File: config.mk
export PLATFORM = sky130hd
export DESIGN_NAME = call_loop_sequencer
export DESIGN_NICKNAME = d
export VERILOG_FILES = /design/src/rtl/call_loop_sequencer.sv
export SDC_FILE = /design/constraint.sdc
export NUM_CORES = 1
export LEC_CHECK = 0
export BUFFER_PORTS_ARGS = -buffer_cell sky130_fd_sc_hd__buf_2
export CAP_MARGIN = 20
export CORE_MARGIN = 4
export CORE_UTILIZATION = 52
export CTS_CLUSTER_DIAMETER = 40
export DETAILED_ROUTE_END_ITERATION = 8
export PLACE_DENSITY = 0.82
export SLEW_MARGIN = 25
export SYNTH_ARGS = -nofsm -noshare
export SYNTH_HDL_FRONTEND = slang
export SYNTH_SLANG_ARGS = --single-unit
File: constraint.sdc
create_clock -name clk -period 6.35 [get_ports clk]
set_clock_uncertainty 0.1 [all_clocks]
set_input_delay 0.635 -clock clk [delete_from_list [all_inputs] [get_ports clk]]
set_output_delay 0.635 -clock clk [all_outputs]
set_load 0.01 [all_outputs]
File: src/rtl/call_loop_sequencer.sv
// Program sequencer: fetch-address generation with jumps, a call/return stack and
// an optional single-level zero-overhead loop (compiled in when SEQ_HW_LOOP_EN is defined).
module call_loop_sequencer #(
    parameter int PC_W        = 8,
    parameter int STACK_DEPTH = 4,
    parameter int LOOP_W      = 4
) (
    input  logic                               clk,
    input  logic                               reset,
    input  logic                               stall,
    input  logic                               jmp,
    input  logic                               jmp_nz,
    input  logic                               dont_jmp,
    input  logic                               call,
    input  logic                               ret,
    input  logic                               loop_start,
    input  logic [LOOP_W-1:0]                  loop_count,
    input  logic [PC_W-1:0]                    jmp_addr,
    output logic [PC_W-1:0]                    pm_addr,
    output logic [PC_W-1:0]                    pc,
    output logic [$clog2(STACK_DEPTH+1)-1:0]   sp,
    output logic                               stack_full,
    output logic                               stack_empty,
    output logic                               stack_err,
    output logic                               loop_active,
    output logic                               loop_err
);

    localparam int SP_W  = $clog2(STACK_DEPTH + 1);
    localparam int IDX_W = (STACK_DEPTH > 1) ? $clog2(STACK_DEPTH) : 1;

    logic [PC_W-1:0]  stack_mem [STACK_DEPTH];
    logic [PC_W-1:0]  pc_inc;
    logic [IDX_W-1:0] top_idx;
    logic [IDX_W-1:0] push_idx;
    logic             push;
    logic             pop;
    logic             set_serr;

`ifdef SEQ_HW_LOOP_EN
    logic [PC_W-1:0]   loop_begin;
    logic [PC_W-1:0]   loop_end;
    logic [LOOP_W-1:0] loop_rem;
    logic              loop_arm;
    logic              loop_dec;
    logic              loop_clr;
    logic              set_lerr;
`else
    logic unused_loop;
    assign unused_loop = ^{loop_start, loop_count};
    assign loop_active = 1'b0;
    assign loop_err    = 1'b0;
`endif

    assign pc_inc      = pc + PC_W'(1);
    assign top_idx     = IDX_W'(sp - SP_W'(1));
    assign push_idx    = IDX_W'(sp);
    assign stack_full  = (sp == SP_W'(STACK_DEPTH));
    assign stack_empty = (sp == '0);

    // While reset is held the fetch address is forced to 0 regardless of controls.
    always_comb begin
        pm_addr  = pc_inc;
        push     = 1'b0;
        pop      = 1'b0;
        set_serr = 1'b0;
`ifdef SEQ_HW_LOOP_EN
        loop_arm = 1'b0;
        loop_dec = 1'b0;
        loop_clr = 1'b0;
        set_lerr = 1'b0;
`endif
        if (!reset) begin
            pm_addr = '0;
        end else if (stall) begin
            pm_addr = pc;
        end else if (ret) begin
            if (!stack_empty) begin
                pm_addr = stack_mem[top_idx];
                pop     = 1'b1;
            end else begin
                set_serr = 1'b1;
            end
        end else if (call) begin
            if (!stack_full) begin
                pm_addr = jmp_addr;
                push    = 1'b1;
            end else begin
                set_serr = 1'b1;
            end
        end else if (jmp || (jmp_nz && !dont_jmp)) begin
            pm_addr = jmp_addr;
`ifdef SEQ_HW_LOOP_EN
        end else if (loop_start) begin
            if (loop_active) begin
                set_lerr = 1'b1;
            end else begin
                loop_arm = 1'b1;
                if (loop_count == '0)
                    pm_addr = jmp_addr + PC_W'(1);
            end
        end else if (loop_active && (pc == loop_end)) begin
            if (loop_rem > LOOP_W'(1)) begin
                pm_addr  = loop_begin;
                loop_dec = 1'b1;
            end else begin
                loop_clr = 1'b1;
            end
`endif
        end
    end

    always_ff @(posedge clk or negedge reset) begin
        if (!reset) begin
            pc        <= '1;
            sp        <= '0;
            stack_err <= 1'b0;
        end else begin
            pc <= pm_addr;
            if (push)
                sp <= sp + SP_W'(1);
            else if (pop)
                sp <= sp - SP_W'(1);
            if (set_serr)
                stack_err <= 1'b1;
        end
    end

    always_ff @(posedge clk) begin
        if (push)
            stack_mem[push_idx] <= pc_inc;
    end

`ifdef SEQ_HW_LOOP_EN
    always_ff @(posedge clk or negedge reset) begin
        if (!reset) begin
            loop_begin  <= '0;
            loop_end    <= '0;
            loop_rem    <= '0;
            loop_active <= 1'b0;
            loop_err    <= 1'b0;
        end else begin
            if (loop_arm) begin
                loop_begin  <= pc_inc;
                loop_end    <= jmp_addr;
                loop_rem    <= loop_count;
                loop_active <= (loop_count != '0);
            end
            if (loop_dec)
                loop_rem <= loop_rem - LOOP_W'(1);
            if (loop_clr)
                loop_active <= 1'b0;
            if (set_lerr)
                loop_err <= 1'b1;
        end
    end
`endif

endmodule

Word level (Yosys, flattened, before mapping):

Memory sizes are Yosys's and may differ from the RTL's.
Cells that the tools add are included.
W data, S select, Z words.

* memory bits (writable): 32
* flip-flop bits (word level): 12
* input port bits: 21
* word-level logic and storage cells: 39
* memories kept: 1

Memory list
* stack_mem: words 4, width 8, read ports 1, clocked after Yosys merged registers in 0, wr ports 1, RTL line 32 `logic [PC_W-1:0] stack_mem [STACK_DEPTH];`

* muxes and demuxes: 26
* eq/ne operators: 1
* add/subtract/negate cells: 3
* reduce and logical (&&, ||, !) cells: 5

Operators by type and width (number)
* $mux W8: 7
* $mux W1: 17
* $add A8 B1 Y8 const B: 1
* $mux W3: 2
* $add A3 B1 Y3 const B: 1
* $eq A3 B3 Y1 const B: 1
* $logic_not A3 Y1: 1
* $sub A3 B1 Y3 const B: 1
* $reduce_bool A2 Y1: 1
* $logic_and A1 B1 Y1: 1
* $logic_not A1 Y1: 1
* $logic_or A1 B1 Y1: 1

Longest topological paths before layout:

Gate-level depths: netlist of run 1.

* depth after elaboration: 8
* mapped depth: 9
* mapped depth without buffers: 7

Worst setup path after synthesis of run 1:

No wires, ideal clock.

* kind: reg2out
* from: reg sp[0]
* to: out pm_addr[2]
* cell stages (with the launch flop): 9
* arrival time: 1.966 ns
* slack: 3.649 ns
* path through: dfrtp_1 buf_6 inv_1 ha_1 buf_2 mux4_2 o31ai_2 nor2_1 a22o_1

* longest elaborated chain between the ends: 6
* elaborated cells between the ends (all ways): 10

Ends and longest elaborated chain
* start, declared: RTL line 21 `output logic [$clog2(STACK_DEPTH+1)-1:0] sp,`
* start signal, assigned: RTL line 121 `sp <= sp + SP_W'(1);`
* start signal, assigned: RTL line 123 `sp <= sp - SP_W'(1);`
* $sub A3 B1 Y3 / $eq A3 B3 Y1 (equally long branches)
* $mem_v2 Z4 W8 / $mux W8 (equally long branches)
* $mux W8, on equally long branches: RTL line 78, 84
* $mux W8 (*): RTL line 77 `end else if (ret) begin`
* $mux W8 (*): RTL line 75 `end else if (stall) begin`
* $mux W8 (*): RTL line 73 `if (!reset) begin`
* end, declared: RTL line 19 `output logic [PC_W-1:0] pm_addr,`

Mark *: on every way between the ends. The rest lies on a longest branch, timed or not.

Worst setup path in the final report of run 1:

Ends and elaborated chain as after synthesis.

==> impl_metrics.yaml, run 1 <==
floorplanning:
  start_util_pct: 55.4
  coreArea_mm2: 0.00412
  boundaryPins: 45
  rows: 23
  die_h_um: 74.2
  die_x_um: 74.2
  dieArea_mm2: 0.00551
sta:
  rsz0062_at_grt: "false"
  finalSetupViolCount: 0
  setup-tns-final_ns: 0
  period_share_pct: 58.6
  drv_slew: 0
  finalHoldViolations: 0
  slew_headroom_pct: 58.7
  max_freq_mhz: 269
  min_period_ns: 3.72
  worst_slack_ns: 2.63
  worst_slew_pin_slew_ns: 0.619
setup_path:
  critPathLaunchType: "flip-flop"
  cp.arrival_ns: 2.98
  crit_slowest_cell: "dfrtp_1"
  cpPeakStageDelay_ns: 0.74
  required_ns: 5.61
  cp_cell_sequence: "inv_1 > ha_1 > mux4_2 > o31ai_2 > nor2_1 > a22o_1 > buf_2"
  worst-path-max-fanout: 12
  crit_family: "flip-flops"
  crit_path_end_kind: "output pin"
  crit_type: "flip-flop to output pin"
  critical_path_buf_inv_count: 2
synth:
  synth_area_per_cell_um2: 12.9
  synth_edf_count: 32
  synthCells: 177
  synth_cell_types: 48
  async_flop_share_pct: 27.3
  ys_ff_latch: 44
  ys_warn_count: 0
  synth_area_mm2: 0.00228
  yosysSeqAreaShare_pct: 55.7
  synthFlopType: "edfxtp_1"
final_layout:
  fillers: 303
  ff_latch_area_mm2: 0.00127
  num_antenna_cells: 0
  final_cells: 264
  drive_above_1_share_pct: 29.4
  layout_commonest_cell: "buf_2"
  nNetsFinal: 240
  mostFrequentLayoutCells: "buf_2, edfxtp_1, o21ai_0"
  areaGrowthSynthToFinish_pct: 13.5
  multi_input_area_um2: 922
global_route:
  track_usage_pct: 20.5
  globalRouteOverflowTotal: 0
  grt_first_pass_wirelength_um: 8190
  grt_start_max_net_pins: 22
  grt_pass1_vias: 1639
  antenna_found_initial: 0
route:
  route.detailed.drc: 0
  drt-initial-drc-count: 173
  via_count: 1611
  totalWireLength_um: 5080
  via_per_inst: 6.10
  first_pass_iters: 4
  postRouteAntennaNets: 0
  wl_per_cell_um: 19.2
clocking:
  cts.clk_slew.worst_paths_ns: 0.08
  cts.sinks: 44
  cts_htree_levels: 2
  clock-root-buffer: "clkbuf_8"
  insertion_delay_ns: 0.30
  cts_tree: "yes"
  clk_path_buf_depth: 2
  cts_hold_buffers: 0
  post_cts_buffers: 0
  cts_buffers: 5
  post_cts_resized: 0
power:
  ir_drop_mv: 0.200
  power_density_mw_per_mm2: 362
  cellLeakagePower_nw: 1.02
placement:
  dpl_worst_slack_ns: 2.96
  gp_congestion: 0.807
  port-buffer-count: 37
  place_inst: 256
  place_hpwl_um: 3590
flow_run:
  maxCapViolCount: 0
worst_hold_path:
  hp-class: "primary input to asynchronous set/reset pin"
run_status:
  status: "completed"
-- cells by family (layout without fill, tap and decap cells) --
family	Yosys count	after routing	share of synthesized area, %
buffers and inverters	19	55	4.00
other	1	2	0.164
DFF	44	44	55.7
and+or+nand+nor	45	45	9.93
adders and majority gates	6	6	3.29
muxes	10	10	9.98
AOI/OAI and AO/OA	46	46	14.6
xor gates and xnor gates	6	6	2.30
-- synth_stat cells (2+ instances only) --
cell,number,area (µm²)
o21a_1,2,15.0
mux4_1,7,184
o211ai_1,2,15.0
dfstp_2,8,210
xnor2_1,4,35.0
nor2b_1,3,18.8
xor2_1,2,17.5
edfxtp_1,32,961
nand2b_1,2,12.5
nand3_1,9,45.0
inv_1,9,33.8
clkbuf_1,3,11.3
buf_4,2,15.0
nor2_1,5,18.8
a21o_1,2,15.0
ha_1,6,75.1
a31oi_1,7,43.8
or2_2,3,18.8
buf_2,4,20.0
nand2_1,11,41.3
o22ai_1,4,25.0
nor3_1,3,15.0
a21oi_1,4,20.0
dfrtp_1,4,100
o21ai_0,12,60.1
and2_1,5,31.3
-- where the power goes --
group	total (mW)	switching [mW]	internal, mW
logic	0.324	0.177	0.147
clock network	0.208	0.0917	0.117
registers	0.404	0.0485	0.356
-- per-stage QoR --
| stage | hold slack, ns | util [%] | instance area (µm²) | total power [mW] |
|---|---|---|---|---|
| floorplan | 0.239 | - | 2280 | 0.638 |
| global placement | 0.348 | 60.3 | 2480 | 0.720 |
| detailed placement | 0.349 | 60.3 | 2480 | 0.733 |
| CTS | 0.169 | 62.9 | 2590 | 0.941 |
| global route | 0.179 | 62.9 | 2590 | 0.993 |
| finish | 0.167 | 62.9 | 2590 | 0.936 |
-- final cells by class --
type / count / area share, %
Clock buffer: 6 / 2.80
Clock inverter: 2 / 1.35
Inverter: 9 / 1.30
Multi-Input combinational cell: 115 / 35.6
Sequential cell: 44 / 49.1
Tap cell: 50 / 2.42
Timing Repair Buffer: 38 / 7.44
-- state kept, by name, indices dropped and copies added (netlist names) --
name and cells:
stack_err 1, pc 8, sp 3, stack_mem 32
-- final timing paths --
check	from	endpoint	slack [ns]	depth (start not counted)
max	sp[0]$_DFFE_PN0P_	pm_addr[2]	2.63	7
min	reset	sp[2]$_DFFE_PN0P_	0.17	1
max reg2reg	sp[0]$_DFFE_PN0P_	pc[2]$_DFF_PN1_	3.64	6
min reg2reg	stack_err$_DFFE_PN0P_	stack_err$_DFFE_PN0P_	0.36	1
max in group asynchronous	reset	pc[5]$_DFF_PN1_	5.65	1
min in group clk	stack_err$_DFFE_PN0P_	stack_err$_DFFE_PN0P_	0.36	1
-- per-layer routing --
metal	vias to the layer above	wire length, µm	track usage [%]
li1	749	-	-
met2	63	2570	33.9
met4	0	68	7.91
met5	-	0	0
met1	793	2080	26.4
met3	6	358	4.86
No activity file was read; power rests on OpenSTA's default activity.
==> inputs of run 2 (changes only) <==
--- a/config.mk
+++ b/config.mk
@@ -8,10 +8,10 @@
 export BUFFER_PORTS_ARGS = -buffer_cell sky130_fd_sc_hd__buf_2
 export CAP_MARGIN = 20
 export CORE_MARGIN = 4
-export CORE_UTILIZATION = 52
+export CORE_UTILIZATION = 49
 export CTS_CLUSTER_DIAMETER = 40
 export DETAILED_ROUTE_END_ITERATION = 8
-export PLACE_DENSITY = 0.82
+export PLACE_DENSITY = 0.81
 export SLEW_MARGIN = 25
 export SYNTH_ARGS = -nofsm -noshare
 export SYNTH_HDL_FRONTEND = slang
==> constraint.sdc (replaced) <==
create_clock -name clk -period 3.15 [get_ports clk]
set_clock_uncertainty 0.1 [all_clocks]
set_input_delay 0.315 -clock clk [delete_from_list [all_inputs] [get_ports clk]]
set_output_delay 0.315 -clock clk [all_outputs]
set_load 0.01 [all_outputs]
==> run 2 against run 1 <==
Compared with the run above:
- sequential cell count is the same
- clock power grew 66%
- power up 93%
- largest power group unchanged
- combinational power increased by 110%
==> impl_metrics.yaml, run 2 (synthesis gave the netlist of run 1 again) <==
power:
  ir_drop_mv: 0.304
  power_density_mw_per_mm2: 698
  cellLeakagePower_nw: 1.01
sta:
  finalHoldViolations: 0
  min_period_ns: 2.89
  period_share_pct: 91.8
  worst_slew_pin_slew_ns: 0.599
  worst_slack_ns: 0.260
  finalSetupViolCount: 0
  setup-tns-final_ns: 0
  slew_headroom_pct: 59.8
  rsz0062_at_grt: "false"
  max_freq_mhz: 346
  drv_slew: 0
clocking:
  clock-root-buffer: "clkbuf_8"
  post_cts_resized: 0
  insertion_delay_ns: 0.29
  clk_path_buf_depth: 2
  cts_hold_buffers: 1
  cts_htree_levels: 2
  cts.clk_slew.worst_paths_ns: 0.08
  cts_buffers: 5
  cts.sinks: 44
  cts_tree: "yes"
  post_cts_buffers: 0
global_route:
  globalRouteOverflowTotal: 0
  grt_start_max_net_pins: 16
  antenna_found_initial: 0
  grt_first_pass_wirelength_um: 7780
  track_usage_pct: 17.0
  grt_pass1_vias: 1518
placement:
  dpl_worst_slack_ns: 0.594
  port-buffer-count: 37
  gp_congestion: 0.876
  place_hpwl_um: 3510
route:
  via_per_inst: 5.81
  postRouteAntennaNets: 0
  via_count: 1563
  route.detailed.drc: 0
  wl_per_cell_um: 18.0
  totalWireLength_um: 4830
  drt-initial-drc-count: 89
  first_pass_iters: 4
floorplanning:
  dieArea_mm2: 0.00581
  die_x_um: 76.2
  coreArea_mm2: 0.00444
  start_util_pct: 51.3
  die_h_um: 76.2
  rows: 24
  boundaryPins: 45
worst_hold_path:
  min_from: "jmp_addr[6]"
  hp-class: "primary input to flip-flop"
setup_path:
  crit_path_end_kind: "output pin"
  cp.arrival_ns: 2.48
  crit_type: "flip-flop to output pin"
  worst-path-max-fanout: 5
  critPathLaunchType: "flip-flop"
  startpoint: "pc[0]$_DFF_PN1_"
  rrSetupSlack_ns: 0.96
  required_ns: 2.73
  r2r_start: "pc[0]$_DFF_PN1_"
final_layout:
  num_antenna_cells: 0
  largest_reg_flops: 32
  layout_commonest_cell: "buf_2"
  mostFrequentLayoutCells: "buf_2, edfxtp_1, o21ai_0"
  reg_top3: "stack_mem x32, pc x8, sp x3"
  nNetsFinal: 243
  top_register: "stack_mem"
  drive_above_1_share_pct: 29.5
  areaGrowthSynthToFinish_pct: 13.7
flow_run:
  maxCapViolCount: 0
run_status:
  status: "completed"
[run 2: final timing paths]
| check | cells past startpoint | end |
|---|---|---|
| worst min register to register | 1 | stack_err$_DFFE_PN0P_ |
| worst min-delay path | 3 | pc[6]$_DFF_PN1_ |
| min in group asynchronous | 2 | stack_err$_DFFE_PN0P_ |
| max in group asynchronous | 3 | pc[6]$_DFF_PN1_ |
| worst max register to register | 5 | pc[4]$_DFF_PN1_ |
| worst max-delay path | 6 | pm_addr[4] |
[run 2: critical path, stage by stage (launching register included)]
cell and delay [ns]:
dfstp_2 0.58, ha_1 0.28, nand3_1 0.12, xnor2_1 0.47, o21ba_2 0.23, o31ai_1 0.30, buf_2 0.19
[run 2: where the power goes]
group | internal, mW | total, mW | leakage [nW] | switching, mW
registers | 0.717 | 0.780 | 0.421 | 0.0631
clock network | 0.154 | 0.345 | 0.0388 | 0.191
logic | 0.307 | 0.686 | 0.554 | 0.378
total | 1.18 | 1.81 | 1.01 | 0.632
[run 2: routing by layer]
| layer | vias up | track usage, % | part of all wire (%) | wire length (µm) |
|---|---|---|---|---|
| met3 | 6 | 3.90 | 5.6 | 272 |
| met4 | 0 | 5.25 | 1.1 | 55 |
| li1 | 752 | - | - | - |
| met1 | 742 | 22.7 | 44 | 2130 |
| met2 | 63 | 27.8 | 49 | 2380 |
| met5 | - | 0 | 0 | 0 |
[run 2: cell type report]
cell class              instances  area (µm²)
repair buffers                 41         218
well taps                      52        65.1
flip-flops and latches         44        1270
inverters                       9        33.8
clock inverters                 2        11.3
multi-input cells             115         922
fillers                       358        1850
clock buffers                   6        72.6
[run 2: stage by stage]
step	instances	cell area (µm²)	utilization [%]	power, mW	hold slack (ns)
3_3_place_gp	260	2500	56.3	1.46	0.0510
3_5_place_dp	260	2500	56.3	1.48	0.0537
4_1_cts	269	2590	58.4	1.82	0.144
2_1_floorplan	178	2280	-	1.29	-0.0806
6_report	269	2590	58.4	1.81	0.153
5_1_grt	269	2590	58.4	1.92	0.148
